<file path="src/rtl/fifo_pkg.sv">
// fifo_pkg: shared helpers and read-mode constants for the FIFO family
package fifo_pkg;

    localparam int FIFO_MODE_STD  = 0;
    localparam int FIFO_MODE_FWFT = 1;

    function automatic int clog2(input int value);
        int r;
        r = 0;
        for (int i = 0; i < 31; i++) r = ((1 << i) < value) ? i + 1 : r;
        return r;
    endfunction

endpackage

</file>
<file path="src/rtl/sync_fifo_mem.sv">
// sync_fifo_mem: register-array storage, one synchronous write port and one asynchronous read port
module sync_fifo_mem
    import fifo_pkg::*;
#(
    parameter int DATA_WIDTH = 8,
    parameter int FIFO_DEPTH = 6,
    parameter int ADDR_WIDTH = 3
) (
    input  logic                  clk,
    input  logic                  wr_en_i,
    input  logic [ADDR_WIDTH-1:0] waddr_i,
    input  logic [DATA_WIDTH-1:0] wdata_i,
    input  logic [ADDR_WIDTH-1:0] raddr_i,
    output logic [DATA_WIDTH-1:0] rdata_o
);

    logic [DATA_WIDTH-1:0] mem_q [FIFO_DEPTH];

    // storage is deliberately left unreset so it can later become an SRAM macro
    always_ff @(posedge clk) begin
        if (wr_en_i) mem_q[waddr_i] <= wdata_i;
    end

    assign rdata_o = mem_q[raddr_i];

endmodule

</file>
<file path="src/rtl/sync_fifo.sv">
// sync_fifo: single-clock FIFO with occupancy count, threshold flags, error pulses and selectable FWFT read
module sync_fifo
    import fifo_pkg::*;
#(
    parameter int DATA_WIDTH = 8,
    parameter int FIFO_DEPTH = 6,
    parameter int FWFT       = FIFO_MODE_STD,
    parameter int AF_THRESH  = FIFO_DEPTH - 1,
    parameter int AE_THRESH  = 1
) (
    input  logic                              clk,
    input  logic                              rst,
    input  logic                              wr_valid,
    input  logic [DATA_WIDTH-1:0]             wr_data,
    input  logic                              rd_ready,
    output logic                              rd_valid,
    output logic [DATA_WIDTH-1:0]             rd_data,
    output logic                              full,
    output logic                              empty,
    output logic                              almost_full,
    output logic                              almost_empty,
    output logic [clog2(FIFO_DEPTH+1)-1:0]    count,
    output logic                              overflow,
    output logic                              underflow
);

    localparam int PTR_WIDTH = (clog2(FIFO_DEPTH) < 1) ? 1 : clog2(FIFO_DEPTH);
    localparam int CNT_WIDTH = clog2(FIFO_DEPTH + 1);
    localparam logic [PTR_WIDTH-1:0] PTR_LAST = PTR_WIDTH'(FIFO_DEPTH - 1);

    logic [PTR_WIDTH-1:0]  wptr_q, wptr_d, rptr_q, rptr_d;
    logic [CNT_WIDTH-1:0]  count_q, count_d;
    logic                  ovf_q, udf_q;
    logic                  w_en, r_en;
    logic [DATA_WIDTH-1:0] mem_rdata;

    // flags decode only from the registered count, so no input reaches them combinationally
    assign full         = count_q == CNT_WIDTH'(FIFO_DEPTH);
    assign empty        = count_q == '0;
    assign almost_full  = count_q >= CNT_WIDTH'(AF_THRESH);
    assign almost_empty = count_q <= CNT_WIDTH'(AE_THRESH);
    assign count        = count_q;
    assign overflow     = ovf_q;
    assign underflow    = udf_q;

    assign w_en = wr_valid && !full;
    assign r_en = rd_ready && !empty;

    // next-state: pointers wrap explicitly at FIFO_DEPTH-1 so any depth works
    always_comb begin
        wptr_d  = w_en ? ((wptr_q == PTR_LAST) ? '0 : wptr_q + PTR_WIDTH'(1)) : wptr_q;
        rptr_d  = r_en ? ((rptr_q == PTR_LAST) ? '0 : rptr_q + PTR_WIDTH'(1)) : rptr_q;
        count_d = (w_en && !r_en) ? count_q + CNT_WIDTH'(1) :
                  (r_en && !w_en) ? count_q - CNT_WIDTH'(1) : count_q;
    end

    // pointer, occupancy and error-pulse state
    always_ff @(posedge clk) begin
        if (rst) begin
            wptr_q  <= '0;
            rptr_q  <= '0;
            count_q <= '0;
            ovf_q   <= 1'b0;
            udf_q   <= 1'b0;
        end else begin
            wptr_q  <= wptr_d;
            rptr_q  <= rptr_d;
            count_q <= count_d;
            ovf_q   <= wr_valid && full;
            udf_q   <= (FWFT != FIFO_MODE_FWFT) && rd_ready && empty;
        end
    end

    sync_fifo_mem #(
        .DATA_WIDTH (DATA_WIDTH),
        .FIFO_DEPTH (FIFO_DEPTH),
        .ADDR_WIDTH (PTR_WIDTH)
    ) u_mem (
        .clk     (clk),
        .wr_en_i (w_en),
        .waddr_i (wptr_q),
        .wdata_i (wr_data),
        .raddr_i (rptr_q),
        .rdata_o (mem_rdata)
    );

    if (FWFT == FIFO_MODE_FWFT) begin : g_fwft
        // head entry is presented directly; masked while empty so stale memory never shows
        assign rd_valid = !empty;
        assign rd_data  = empty ? '0 : mem_rdata;
    end else begin : g_std
        logic                  rd_valid_q;
        logic [DATA_WIDTH-1:0] rd_data_q;
        // registered read: data captured on pop and held until the next pop
        always_ff @(posedge clk) begin
            if (rst) begin
                rd_valid_q <= 1'b0;
                rd_data_q  <= '0;
            end else begin
                rd_valid_q <= r_en;
                rd_data_q  <= r_en ? mem_rdata : rd_data_q;
            end
        end
        assign rd_valid = rd_valid_q;
        assign rd_data  = rd_data_q;
    end

endmodule

</file>
<file path="config.mk">
export PLATFORM = sky130hd
export DESIGN_NAME = sync_fifo
export DESIGN_NICKNAME = d
export VERILOG_FILES = /design/src/rtl/fifo_pkg.sv /design/src/rtl/sync_fifo_mem.sv /design/src/rtl/sync_fifo.sv
export SDC_FILE = /design/constraint.sdc
export NUM_CORES = 1
export LEC_CHECK = 0
export BUFFER_PORTS_ARGS = -buffer_cell sky130_fd_sc_hd__buf_2
export CAP_MARGIN = 40
export CORE_ASPECT_RATIO = 1.1
export CORE_MARGIN = 4
export CORE_UTILIZATION = 29
export DETAILED_ROUTE_END_ITERATION = 6
export PLACE_DENSITY = 0.42
export SLEW_MARGIN = 20
export SYNTH_ARGS = -nofsm -noshare
export SYNTH_HDL_FRONTEND = slang
export SYNTH_SLANG_ARGS = --single-unit
</file>
<file path="constraint.sdc">
create_clock -name clk -period 4.3 [get_ports clk]
set_input_delay 0.645 -clock clk [delete_from_list [all_inputs] [get_ports clk]]
set_output_delay 0.645 -clock clk [all_outputs]
set_load 0.1 [all_outputs]
</file>
* Word-level counts from Yosys, hierarchy flattened
Memory sizes are Yosys's and may differ from the RTL's. A register that Yosys moved wholly into a read port is not among the register bits.
Index checks and enable logic that the tools add are counted.
W data, S select, Z words.
** Operators by class
- $add $sub $neg :: 4
- Multiplexer cells :: 6
- Order comparisons :: 2
- Eq/ne operators :: 3
- Reductions and logical operators :: 12
** Operator list (number)
- $mux W3 :: 4
- $add A3 B1 Y3 const B :: 3
- $eq A3 B3 Y1 const B :: 3
- $logic_and A1 B1 Y1 :: 6
- $logic_not A1 Y1 :: 4
- $ge A3 B3 Y1 const B :: 1
- $le A3 B1 Y1 const B :: 1
- $logic_not A3 Y1 :: 1
- $sub A3 B1 Y3 const B :: 1
- $mux W1 :: 2
- $reduce_bool A2 Y1 :: 1
** Word-level totals
- Logic and storage cells :: 34
- Register bits :: 12
- Memories :: 1
- RAM bits :: 48
- Output and inout bits :: 18
** Memories
- u_mem.mem_q :: words 6, width 8, rd ports 1, clocked after Yosys merged registers in 1, write ports 1, RTL line sync_fifo_mem.sv:17 : logic [DATA_WIDTH-1:0] mem_q [FIFO_DEPTH];

* Longest topological paths before layout
Gate-level depths: netlist (run 1).
- Word-level depth :: 7
- Depth in mapped cells :: 8
- Mapped depth without buffers :: 8

* By module
Synthesis (run 1) repeated with hierarchy kept, for this count alone.
** Unflattened totals
- Cells, all modules :: 205
- Area, all modules :: 2793.9 µm²
** Modules (own cells, without submodules)
- sync_fifo_mem :: seq. area each 1441.4 µm², area an instance 1918.1 µm², times used 1, cells each 105
- sync_fifo :: seq. area each 400.4 µm², area an instance 875.8 µm², times used 1, cells each 100

* Worst setup path after synthesis (run 1)
No wires, ideal clock.
- Path type :: register to output
- From :: register count_q[0] (netlist: count[0])
- To :: output almost_empty
- Arrival time :: 2.619 ns
- Buffers on the path :: 0
- Required time :: 3.655 ns
- Cell stages (with the launch flop) :: 4
- Setup slack :: 1.036 ns
- Path through :: dfxtp_1 > ha_1 > a21oi_1 > nor2_1
** Between the ends
- Longest elaborated chain between the ends :: 1
** Ends and longest elaborated chain
- start, declared :: RTL line sync_fifo.sv:32 : logic [CNT_WIDTH-1:0] count_q, count_d;
- start signal, assigned :: RTL line sync_fifo.sv:68 : count_q <= count_d;
- $le A3 B1 Y1 :: RTL line sync_fifo.sv:41 : assign almost_empty = count_q <= CNT_WIDTH'(AE_THRESH);
- end, declared :: RTL line sync_fifo.sv:21 : output logic almost_empty,
No other way between the ends.

* Final worst setup path (run 1)
- From :: register count_q[0] (netlist: count[0])
- To :: output empty
** Between the ends
- Longest elaborated chain between the ends :: 1
** Ends and longest elaborated chain
- $logic_not A3 Y1 :: RTL line sync_fifo.sv:39 : assign empty = count_q == '0;
- end, declared :: RTL line sync_fifo.sv:19 : output logic empty,
No other way between the ends.

==> results.yml, run 1 <==
outcome:
  status: "complete, no violations"
sta:
  tightest_slew_ns: 0.7752
  clock_skew_ns: 0.009854
  hold_viol: 0
  grt_setup_unrepaired: "false"
  finalSetupViolCount: 0
  period_share_pct: 54.27
  slew-limit-headroom_pct: 48.25
  fmax_ghz: 0.4285
  fin_crit_ns: 2.334
  slew_viol_final: 0
  holdWs_ns: 0.5496
  finalSetupTns_ns: 0
yosys:
  synthArstFlopShare_pct: 0
  yosys_register_bits: 68
  synth_edf_count: 48
  synth_top_flop_cell: "edfxtp_1"
  avgSynthCellArea_um2: 14.26
  yosysUniqueCellTypes: 34
  synthTopCellsByCount: "48 x edfxtp_1, 26 x mux2i_1, 20 x dfxtp_1"
  yosysWarnings: 0
  synth.cell_area_um2: 2753
  synth.most_common_cell: "edfxtp_1"
  yosysSeqAreaShare_pct: 66.91
  synth.top_cell.area_share_pct: 52.36
  synth_top_cell_by_area: "edfxtp_1"
  postSynthCellCount: 193
  syn_nets: 211
  synthTopCellsByArea: "edfxtp_1 52%, dfxtp_1 15%, mux2i_1 9.5%, a32o_1 2.9%, ha_1 2.7%"
floorplanning:
  die_y_um: 110.2
  dieArea_um2: 11120
  core_um2: 9305
  io_pins: 30
  start_util_pct: 29.58
  die_w_um: 100.9
  num_rows: 37
finish:
  layout.nets: 248
  drive_above_1_share_pct: 23.50
  n_antenna_cell: 0
  fill_cells: 905
  syn2layout_area_growth_pct: 18.09
global_route:
  gr-usage-all-layers_pct: 11.09
  grt_pass1_wl_um: 9004
  grt_pass1_vias: 1678
  antenna_found_initial: 0
  grt_max_degree: 21
  grt_overflow: 0
worst_hold_path:
  holdPathStages: 1
  holdCritPathClass: "input port to register"
worst_setup_path:
  path_cells: "inv_1 > ha_1 > nand2b_4 > inv_2 > buf_2"
  critPathKind: "register to primary output"
  cp.required_ns: 3.65
  start_kind: "register"
  path_depth: 5
  endpoint_kind: "primary output"
  critPathSlowestCell: "buf_2"
  critPathMaxFanout: 6
  r2r_cells: 5
  cp_num_buf_inv: 3
  critPathTopFamily: "buffers and inverters"
  max_stage_delay_ns: 0.44
  worst_ep_arrival_time_ns: 1.69
route:
  dr.pass1.iters: 4
  vias_per_cell: 4.724
  wl_um: 5798
  drt-initial-drc-count: 47
  drc_errors: 0
  via_count: 1658
  avgRoutedWirePerCell_um: 16.52
  drtAntennaViolNets: 0
placement:
  place_congestion: 0.7122
  hpwlAfterDp_um: 3880
  port_buffers: 29
cts:
  cts_hold_buf: 0
  ctsResizeCount: 0
  clkTransAtPathRegs_ns: 0.08
  cts_sinks: 68
  cts_tree: "built"
  h-tree-depth: 3
  clk_path_buf_depth: 2
  clk_latency_ns: 0.33
  cts_buffers: 9
  clockRootBuffer: "clkbuf_8"
  post_cts_buffers: 0
power_and_ir_drop:
  p_leak_nw: 1.172
  power.density_nw_per_um2: 673.3
  peakVddDrop_uv: 381.5
job:
  cap_violations: 0
-- registers in the layout (all words and copies together) (netlist names) --
signal / count
count: 3
overflow: 1
rd_data: 8
rd_valid: 1
rptr_q: 3
u_mem.mem_q: 48
underflow: 1
wptr_q: 3
-- path summary, 6_finish.rpt --
path,startpoint,to,slack (ns)
min reg2reg,wptr_q[0],wptr_q[0],0.56
min,wr_data[3],u_mem.mem_q[2][3],0.55
max,count[0],empty,1.97
max reg2reg,count[0],u_mem.mem_q[2][1],2.12
-- logic make-up (layout without fill, tap and decap cells) --
logic type | Yosys count | count (layout) | share of synthesized area, %
flops | 68 | 68 | 66.91
simple gates | 42 | 42 | 8.909
compound gates | 32 | 32 | 8.500
mux | 26 | 26 | 9.455
buf+inv | 17 | 58 | 2.864
fa+ha+maj | 6 | 6 | 2.727
xor+xnor | 2 | 2 | 0.6365
-- cells in the final DEF (no fill, tap or decap), types with 5 or more instances in the layout --
cell / count
a21oi_1: 8
a22oi_1: 8
a32o_1: 8
buf_2: 30
clkbuf_8: 9
dfxtp_1: 20
edfxtp_1: 48
ha_1: 6
inv_1: 7
mux2i_1: 26
nand2_1: 12
nor2_1: 5
nor2b_1: 10
-- worst register-to-register path: stages, from the launching register on --
cell and delay, ns:
dfxtp_1 0.44, inv_1 0.13, ha_1 0.22, a21bo_2 0.27, nor4b_2 0.53, buf_2 0.29
-- power by group --
group          total [mW]  switching [mW]  internal [mW]  leakage, nW
sequential          0.830          0.0647          0.765        0.601
clock               0.552           0.233          0.318        0.100
combinational       0.807           0.629          0.178        0.471
-- layer usage --
| layer | track usage, % | routed length, um | vias to the layer above |
|---|---|---|---|
| met5 | 0 | 0 | - |
| met4 | 5.128 | 99 | 0 |
| met3 | 2.266 | 241 | 9 |
| met2 | 17.92 | 2667 | 33 |
| met1 | 14.32 | 2789 | 817 |
| li1 | - | - | 799 |
-- through the flow --
step	util, %	cell area (um^2)	cells	setup WS (ns)	total power, mW
floorplan	-	2753	193	1.036	1.514
global route	34.93	3251	351	1.870	2.291
detailed placement	32.74	3047	336	2.092	1.661
global placement	32.61	3034	334	2.023	1.660
finish	34.93	3251	351	1.966	2.189
CTS	34.93	3251	351	1.929	2.219
-- cell type report --
class,instances,area (um^2),share of cell area (%)
multi-input cells,108,844.6,25.98
clock inverters,6,80.08,2.463
repair buffers,34,180.2,5.543
clock buffers,9,123.9,3.811
flip-flops and latches,68,1842,56.66
well taps,117,146.4,4.503
inverters,9,33.78,1.039
(Power assumes the default switching activity.)
==> run 2, diff against run 1 <==
--- a/config.mk
+++ b/config.mk
@@ -11,7 +11,7 @@
 export CORE_MARGIN = 4
 export CORE_UTILIZATION = 29
 export DETAILED_ROUTE_END_ITERATION = 6
-export PLACE_DENSITY = 0.42
+export PLACE_DENSITY = 0.44
 export SLEW_MARGIN = 20
 export SYNTH_ARGS = -nofsm -noshare
 export SYNTH_HDL_FRONTEND = slang
==> constraint.sdc (replaced) <==
create_clock -name clk -period 1.98 [get_ports clk]
set_input_delay 0.297 -clock clk [delete_from_list [all_inputs] [get_ports clk]]
set_output_delay 0.297 -clock clk [all_outputs]
set_load 0.1 [all_outputs]
==> run 2 against run 1 <==
Against the previous run: clock-buffer cell count stayed put; final cell count is 3.1% higher; sequential cell count stayed put; first-iteration DRC count is 36% higher; largest power group is now combinational logic.
==> results.yml, run 2 (synthesized netlist as in run 1, its figures left out) <==
outcome:
  status: "complete, no violations"
global_route:
  grt_pass1_vias: 1768
  antenna_found_initial: 0
  grt_max_degree: 20
  grt_overflow: 0
  grt_pass1_wl_um: 9556
  gr-usage-all-layers_pct: 12.04
sta:
  fin_crit_ns: 1.878
  slew_viol_final: 0
  hold_viol: 0
  tightest_slew_ns: 0.4910
  period_share_pct: 94.84
  finalSetupTns_ns: 0
  setup_ws_ns: 0.1021
  grt_setup_unrepaired: "false"
  finalSetupViolCount: 0
  clock_skew_ns: 0.005853
  slew-limit-headroom_pct: 67.49
  fmax_ghz: 0.5325
route:
  dr.pass1.iters: 4
  drc_errors: 0
  via_count: 1695
  avgRoutedWirePerCell_um: 16.74
  vias_per_cell: 4.682
  drtAntennaViolNets: 0
  wl_um: 6061
  drt-initial-drc-count: 64
power_and_ir_drop:
  power.density_nw_per_um2: 1427
  p_leak_nw: 1.204
  peakVddDrop_uv: 502.5
placement:
  dpl_worst_slack_ns: 0.09779
  port_buffers: 29
  dpl-instance-area_um2: 3203
  hpwlAfterDp_um: 4030
  place_congestion: 0.7394
worst_hold_path:
  holdCritPathClass: "input port to register"
cts:
  cts_buffers: 9
  clockRootBuffer: "clkbuf_8"
  cts_tree: "built"
  clkTransAtPathRegs_ns: 0.08
  clk_path_buf_depth: 2
  clk_latency_ns: 0.35
  h-tree-depth: 3
  cts_sinks: 68
  post_cts_buffers: 0
floorplanning:
  die_w_um: 100.9
  num_rows: 37
  io_pins: 30
  dieArea_um2: 11120
  core_um2: 9305
  start_util_pct: 29.58
  die_y_um: 110.2
finish:
  n_antenna_cell: 0
  layout.nets: 258
  top_register: "u_mem.mem_q"
  multiInputGateArea_um2: 895.9
  design_area_um2: 3408
  fill_cells: 922
  syn2layout_area_growth_pct: 23.82
  utilization_pct: 36.63
  final_common_cell: "edfxtp_1"
  final_cell_mix: "48 x edfxtp_1, 28 x buf_2, 26 x mux2i_1, 17 x dfxtp_1, 15 x buf_4"
  drive_above_1_share_pct: 33.06
  seq_area_um2: 1851
  largest_reg_flops: 48
worst_setup_path:
  critPathMaxFanout: 8
  critPathTopFamily: "simple AND/OR/NAND/NOR gates"
  worst_ep_arrival_time_ns: 1.93
  start_kind: "register"
  critPathKind: "register to register"
  path_cells: "inv_4 > ha_1 > a21bo_2 > or4_4 > clkinvlp_4"
  critPathSlowestCell: "or4_4"
  cp.required_ns: 2.03
  max_stage_delay_ns: 0.45
  cp_num_buf_inv: 2
  endpoint_kind: "register"
job:
  cap_violations: 0
-- run 2: final cells by class --
class,count,share of cell area (%)
flip-flops and latches,68,54.29
multi-input cells,108,26.28
repair buffers,44,8.003
well taps,117,4.295
clock buffers,9,3.634
clock inverters,7,2.203
inverters,9,1.285
-- run 2: path summary, 6_finish.rpt --
path,startpoint,to,slack [ns],cells after the start
worst min register to register,count[2],count[2],0.54,2
worst max-delay path,count[0],u_mem.mem_q[1][0],0.10,5
worst max register to register,count[0],u_mem.mem_q[1][0],0.10,5
worst min-delay path,wr_data[5],u_mem.mem_q[0][5],0.19,1
-- run 2: worst register-to-register path, cell delays in order, from the launching register on --
cell and delay, ns:
dfxtp_4 0.39, inv_4 0.05, ha_1 0.20, a21bo_2 0.29
or4_4 0.45, clkinvlp_4 0.20
-- run 2: where the power goes --
part           switching (mW)  internal [mW]
logic                    1.45          0.479
registers               0.102           1.67
clock network           0.578          0.587
-- run 2: stage by stage --
step           total power [mW]  hold WS (ns)  std cells
3_3_place_gp              3.742        0.5277        346
6_report                  4.863        0.1940        362
2_1_floorplan             3.346        0.3933        193
5_1_grt                   5.090        0.1795        362
3_5_place_dp              3.745        0.5329        346
4_1_cts                   4.928        0.1782        362
-- run 2: repair_timing --
item / 4_1_cts / 5_1_grt
endpoints found under the hold margin: 0 / 0
hold buffers: 0 / 0
resized for setup: 1 / 1
setup endpoints to repair: 1 / 2
-- run 2: layer usage --
| metal | global-route usage [%] | vias to the layer above | wire, um |
|---|---|---|---|
| li1 | - | 823 | - |
| met2 | 19.33 | 35 | 2911 |
| met5 | 0 | - | 0 |
| met1 | 14.68 | 825 | 2769 |
| met4 | 6.268 | 0 | 138 |
| met3 | 3.524 | 12 | 242 |
==> run 3, diff against run 2 <==
--- a/config.mk
+++ b/config.mk
@@ -7,7 +7,7 @@
 export LEC_CHECK = 0
 export BUFFER_PORTS_ARGS = -buffer_cell sky130_fd_sc_hd__buf_2
 export CAP_MARGIN = 40
-export CORE_ASPECT_RATIO = 1.1
+export CORE_ASPECT_RATIO = 1.75
 export CORE_MARGIN = 4
 export CORE_UTILIZATION = 29
 export DETAILED_ROUTE_END_ITERATION = 6
==> run 3 against run 2 <==
Against the previous run: non-clock buffer count decreased by 5; sequential power about the same; register-to-register slack improved by 0.02 ns; critical path type unchanged; clock-buffer cell count increased by 4; clock power increased by 33%; power increased by 7.5%; core utilization increased by 1.1 points; critical endpoint is now u_mem.mem_q[5][4].
==> results.yml, run 3 (synthesized netlist as in run 1, its figures left out) <==
sta:
  tightest_slew_ns: 0.4912
  period_share_pct: 93.71
  fin_crit_ns: 1.855
  slew_viol_final: 0
  setup_ws_ns: 0.1245
  slew-limit-headroom_pct: 67.48
  fmax_ghz: 0.5390
  finalSetupViolCount: 0
  grt_setup_unrepaired: "false"
  hold_viol: 0
  finalSetupTns_ns: 0
  clock_skew_ns: 0.006681
  holdWs_ns: 0.2264
finish:
  final_cell_mix: "48 x edfxtp_1, 28 x buf_2, 26 x mux2i_1, 17 x dfxtp_1"
  stdcell_count: 360
  utilization_pct: 37.68
  top_register: "u_mem.mem_q"
  largest_reg_flops: 48
  drive_above_1_share_pct: 29.58
  design_area_um2: 3448
  layout.nets: 253
  syn2layout_area_growth_pct: 25.27
  final_common_cell: "edfxtp_1"
  n_antenna_cell: 0
global_route:
  grt_overflow: 0
  grt_pass1_wl_um: 9328
  antenna_found_initial: 0
  gr-usage-all-layers_pct: 12.06
  grt_pass1_vias: 1682
  grt_max_degree: 21
worst_setup_path:
  start_kind: "register"
  critPathSlowestCell: "nor3_4"
  cp.required_ns: 1.96
  path_cells: "inv_4 > ha_1 > a21bo_2 > inv_2 > nand2_2 > nor3_4"
  critPathMaxFanout: 8
  worst_ep_arrival_time_ns: 1.83
  r2r_cells: 6
  regToRegEndpoint: "u_mem.mem_q[5][4]"
  endpoint_kind: "register"
  max_stage_delay_ns: 0.42
  ff2ff_setup_slack_ns: 0.12
  critPathKind: "register to register"
  r2r_start: "count[0]"
  cp_num_buf_inv: 2
  critPathTopFamily: "simple AND/OR/NAND/NOR gates"
cts:
  cts_tree: "built"
  clockRootBuffer: "clkbuf_16"
  cts_sinks: 68
  post_cts_buffers: 0
  clk_path_buf_depth: 2
  clkTransAtPathRegs_ns: 0.06
  clk_latency_ns: 0.33
  cts_buffers: 9
  cts_hold_buf: 0
  h-tree-depth: 3
placement:
  dp_cells: 344
  place_congestion: 0.6922
  dpl-instance-area_um2: 3157
  port_buffers: 29
  dpl_worst_slack_ns: 0.1114
  hpwlAfterDp_um: 4332
power_and_ir_drop:
  peakVddDrop_uv: 1016
  p_leak_nw: 1.234
  power.density_nw_per_um2: 1516
  p_total_mw: 5.227
worst_hold_path:
  holdCritPathClass: "input port to register"
  holdCritStartpoint: "wr_data[0]"
  holdPathStages: 1
  min_to: "u_mem.mem_q[3][0]"
route:
  dr.pass1.iters: 4
  drtAntennaViolNets: 0
  avgRoutedWirePerCell_um: 16.70
  wl_um: 6012
  drt-initial-drc-count: 119
  via_count: 1615
  vias_per_cell: 4.486
  drc_errors: 0
floorplanning:
  num_rows: 46
  core_um2: 9151
  start_util_pct: 30.08
  die_y_um: 136.9
  die_w_um: 81.65
  io_pins: 30
  dieArea_um2: 11180
job:
  cap_violations: 0
outcome:
  status: "complete, no violations"
==> run 3: cell types whose count changed in the layout (fill, tap and decap cells not counted), sizes merged <==
cell      change
inv           -1
buf           -6
clkinvlp      -4
clkbuf        +5
clkinv        +1
==> run 3: worst max path at each step <==
stage | endpoint | start | cells past startpoint
after floorplan | u_mem.mem_q[0][0] | count[0] | 4
after global placement | u_mem.mem_q[5][4] | count[0] | 6
after detailed placement | u_mem.mem_q[5][1] | count[0] | 6
after CTS | empty | count[1] | 5
after global routing | u_mem.mem_q[5][5] | count[0] | 6
final | u_mem.mem_q[5][4] | count[0] | 6
==> run 3: metal layers <==
metal / global-route usage, % / vias up / wire length, um
li1: - / 815 / -
met1: 13.05 / 775 / 2450
met2: 21.10 / 18 / 3283
met3: 3.228 / 7 / 154
met4: 6.100 / 0 / 124
met5: 0 / - / 0
==> run 3: timing repair <==
action,CTS,global route
setup endpoints to repair,0,1
endpoints found under the hold margin,0,0
resized for setup,0,1
==> run 3: final cells by class <==
class                      count  area [um^2]
inverter                       9        40.04
multi-input combinational    108        895.9
clock buffer                  13        250.2
clock inverter                 3        38.79
tap                          120        150.1
timing repair buffer          39        222.7
sequential                    68         1851
fill                         884         5703
==> run 3: power by group <==
group          switching (mW)  internal, mW
registers              0.0848          1.68
clock network           0.553          1.00
logic                    1.45         0.461
total                    2.09          3.14
==> run 3: worst reg2reg max path: stages (launching register included) <==
cell and delay, ns:
dfxtp_4 0.38, inv_4 0.05, ha_1 0.19, a21bo_2 0.25, inv_2 0.11, nand2_2 0.10
nor3_4 0.42
